### src/rtl/sync_debounce.sv
// Synchronizes an asynchronous level input and accepts a change only after it
// has held for DB_CYCLES qualifying en-samples; reports edges and qualification.
module sync_debounce #(
    parameter int unsigned SYNC_STAGES = 2,
    parameter int unsigned DB_CYCLES   = 16,
    parameter logic        RESET_VAL   = 1'b0
) (
    input  logic clk,
    input  logic rstn,
    input  logic din,
    input  logic en,
    output logic dout,
    output logic rise,
    output logic fall,
    output logic busy
);

    localparam int unsigned     CW       = $clog2(DB_CYCLES + 1);
    localparam logic [CW-1:0]   CNT_LAST = CW'(DB_CYCLES - 1);

    typedef enum logic {
        STABLE,
        CHANGING
    } state_t;

    logic [SYNC_STAGES-1:0] sync_q;
    logic                   s;

    state_t                 state_q;
    state_t                 state_next;
    logic [CW-1:0]          cnt_q;
    logic [CW-1:0]          cnt_next;
    logic                   dout_q;
    logic                   dout_next;
    logic                   rise_q;
    logic                   rise_next;
    logic                   fall_q;
    logic                   fall_next;
    logic                   busy_q;

    // Plain flop chain, nothing between stages.
    always_ff @(posedge clk or negedge rstn) begin
        if (!rstn) begin
            sync_q <= {SYNC_STAGES{RESET_VAL}};
        end else begin
            sync_q <= {sync_q[SYNC_STAGES-2:0], din};
        end
    end

    assign s = sync_q[SYNC_STAGES-1];

    always_ff @(posedge clk or negedge rstn) begin
        if (!rstn) begin
            state_q <= STABLE;
            cnt_q   <= '0;
            dout_q  <= RESET_VAL;
            rise_q  <= 1'b0;
            fall_q  <= 1'b0;
            busy_q  <= 1'b0;
        end else begin
            state_q <= state_next;
            cnt_q   <= cnt_next;
            dout_q  <= dout_next;
            rise_q  <= rise_next;
            fall_q  <= fall_next;
            busy_q  <= (state_next == CHANGING);
        end
    end

    always_comb begin
        state_next = state_q;
        case (state_q)
            STABLE: begin
                if (s != dout_q) begin
                    state_next = CHANGING;
                end
            end
            CHANGING: begin
                if (s == dout_q) begin
                    state_next = STABLE;
                end else if (en && (cnt_q == CNT_LAST)) begin
                    state_next = STABLE;
                end
            end
            default: state_next = STABLE;
        endcase
    end

    // Next values of the registered outputs; any agreement clears cnt, so no
    // partial credit survives a glitch.
    always_comb begin
        cnt_next  = '0;
        dout_next = dout_q;
        rise_next = 1'b0;
        fall_next = 1'b0;
        if ((state_q == CHANGING) && (s != dout_q)) begin
            if (!en) begin
                cnt_next = cnt_q;
            end else if (cnt_q == CNT_LAST) begin
                dout_next = s;
                rise_next = s;
                fall_next = ~s;
            end else begin
                cnt_next = cnt_q + CW'(1);
            end
        end
    end

    assign dout = dout_q;
    assign rise = rise_q;
    assign fall = fall_q;
    assign busy = busy_q;

endmodule

### config.mk
export PLATFORM = sky130hd
export DESIGN_NAME = sync_debounce
export DESIGN_NICKNAME = d
export VERILOG_FILES = /design/src/rtl/sync_debounce.sv
export SDC_FILE = /design/constraint.sdc
export NUM_CORES = 1
export LEC_CHECK = 0
export CORE_AREA = 2 2 39 41
export CTS_BUF_LIST = sky130_fd_sc_hd__clkbuf_4 sky130_fd_sc_hd__clkbuf_8 sky130_fd_sc_hd__clkbuf_16
export CTS_CLUSTER_DIAMETER = 30
export DETAILED_ROUTE_END_ITERATION = 10
export DIE_AREA = 0 0 41 43
export GPL_TIMING_DRIVEN = 0
export RECOVER_POWER = 25
export SYNTH_ARGS = -nofsm -noshare
export SYNTH_HDL_FRONTEND = slang
export SYNTH_SLANG_ARGS = --single-unit
### constraint.sdc
create_clock -name clk -period 2.6 [get_ports clk]
set_input_delay 0.26 -clock clk [delete_from_list [all_inputs] [get_ports clk]]
set_output_delay 0.26 -clock clk [all_outputs]
set_load 0.01 [all_outputs]
==> run metrics <==
status complete, no violations; R2R Path Start cnt_q[0]; worst clock skew around 0.92 ps; FF/Latch Area ~280 µm²; post-route ant nets 0; min Tclk post-route approximately 1500 ps; CORE AREA 1384 µm²; Antenna Diode Count 0; HP Start en; Mean Syn Cell Area roughly 12 µm²; share of layout cells above drive strength 1 0.1600; first-pass GRT wire length 1380 µm; post-synth cell types 21; CP Class flop to output port; slowest stage delay, CP 560 ps; period utilization 0.5710; critical path arrival between 1000 and 1500 ps; GPL Wtd Cong between 0.6 and 0.7; CTS resizes 0; Critical path buffers and inverters 1; clk sinks 11; Initial DRC Count 12; sequential share of the synthesized area 0.5820; via count 340; Post-CTS Setup Bufs 0; initial antenna violation count 0; Die Y 43 µm; Yosys top cell by area dfrtp_1; Synth Net Count 45; RSZ-0062 raised after global routing no; synth top area cells dfrtp_1, xor2_2, a21oi_1; die area approximately 1800 µm²; slowest CP cell clkdlybuf4s50_1; max frequency a little under 700 MHz; Max Cap Violations 0; remaining global-route overflow 0; Hold Vio Cnt, Final 0; post-layout util 0.4213; WL/cell between 10 and 15 µm; WL final around 800 µm; Die Width slightly above 40 µm; Setup violations, final 0; area of the multi-input gates around 190 µm²; Seq cells post-synth 11; Clock transition at path regs 70 ps; yosys warns 0; Slew Limit Headroom 0.6866; Total GRT Usage 0.1286; HP Class input pin to flop; Worst Setup SP busy; Site Rows 14; LEAKAGE roughly 0.24 nW; clk_lat worst skew about 270 ps; # fillers 148; drt via density just over 5; TritonCTS clock tree yes; # H-tree levels 1; endpoint class of the critical path output port; critical path startpoint category flop; CTS Root Cell clkbuf_4; Starting Density 0.3418; Slew Limit Fails 0; Layout area overhead 23.28%; mapped cell area between 400 and 500 µm²; Max VDD drop 0.1914 mV; Hold-fix buffers, CTS 0; via count of the first global-routing pass 310; setup TNS 0 ps; Synth Instances 40; Max clock buf depth 2; Critical Path RT between 2000 and 2500 ps; Pre-antenna DRT Iters 4; peak fanout along the critical path 4; top cell family by delay on the critical path buffers and inverters; IO Count 8; largest net degree at the start of global routing 12; drt drc 0; Nets 56; CTS buffer count 3; Synth top area share 0.5820; Worst Max-Slew Pin Slew between 400 and 500 ps; count of buffers from port buffering 6; PwrDens roughly 550 nW/µm²; worst path cell trace clkdlybuf4s50_1
==> flip-flops by register name, indices dropped and copies added, names as in the netlist <==
name and flops:
busy 1, cnt_q 5, dout 1, fall 1
rise 1, sync_q 2
==> path summary, 6_finish.rpt <==
| path | to | cells after the start | slack (ps) |
|---|---|---|---|
| hold / removal | cnt_q[1] | 3 | 330 |
| setup reg to reg | dout | 4 | 1350 |
| max in group asynchronous | busy | 1 | 1900 |
| setup / recovery | busy | 1 | 1120 |
| hold reg to reg | sync_q[1] | 0 | 350 |
| min in group asynchronous | cnt_q[0] | 1 | 380 |
==> routing by layer <==
layer | GRT usage | part of all wire
met3 | 0.06283 | 0.037
met1 | 0.1661 | 0.46
met4 | 0.1200 | 0.037
met2 | 0.1469 | 0.46
met5 | 0 | 0
==> power breakdown <==
group          switching (W)  internal (W)
clock network      0.0000564     0.0000698
registers         0.00000321      0.000174
logic             0.00000921    0.00000703
total              0.0000688      0.000251
==> cells by family (layout without fill, tap and decap cells) <==
| logic type | Yosys count | count (layout) | share of synthesized area |
|---|---|---|---|
| adders and majority gates | 1 | 1 | 0.02645 |
| xor gates and xnor gates | 2 | 2 | 0.05292 |
| and+or+nand+nor | 16 | 16 | 0.1984 |
| buffers and inverters | 2 | 12 | 0.01850 |
| DFF | 11 | 11 | 0.5820 |
| muxes | 1 | 1 | 0.02381 |
| AOI/OAI and AO/OA | 7 | 7 | 0.09787 |
==> cell usage in the layout (no fill, tap or decap), types with 2 or more instances in the layout <==
cell,Yosys,final
dfrtp_1,11,11
clkbuf_4,0,4
clkdlybuf4s50_1,0,4
nand3_1,3,3
a21oi_1,3,3
nand2_1,2,2
nand3b_1,2,2
nor4_1,2,2
nand2b_1,2,2
nand4_1,2,2
dlygate4sd3_1,0,2
==> synthesized netlist by cell type <==
master / number
o21a_1: 1
dfrtp_1: 11
nand2b_1: 2
inv_1: 1
nand4_1: 2
ha_1: 1
a21oi_1: 3
buf_2: 1
o21ai_0: 1
o31ai_1: 1
xor2_2: 1
nor2_1: 1
nand3b_1: 2
mux2_2: 1
nand2_2: 1
nand4b_1: 1
nor4_1: 2
o2111a_1: 1
xor2_1: 1
nand3_1: 3
nand2_1: 2
==> stage by stage <==
stage / instances / worst slack, ps / hold slack, ps / instance area, µm² / total power, W
after floorplan: 40 / 1533 / -35.59 / 473.0 / 0.0001883
after global placement: 62 / 1388 / 332.7 / 553.0 / 0.0001978
after detailed placement: 62 / 1366 / 341.0 / 553.0 / 0.0001982
after CTS: 66 / 1104 / 320.5 / 583.1 / 0.0003250
after global routing: 66 / 1054 / 325.6 / 583.1 / 0.0003426
final: 66 / 1115 / 326.0 / 583.1 / 0.0003199
==> layout make-up <==
class,instances,area share
Multi-Input combinational cell,27,0.3240
Tap cell,16,0.03433
Timing Repair Buffer,6,0.1030
Sequential cell,11,0.4721
Buffer,1,0.008584
Inverter,1,0.006438
Clock buffer,4,0.05150
Power figures use the tool's default switching activity.
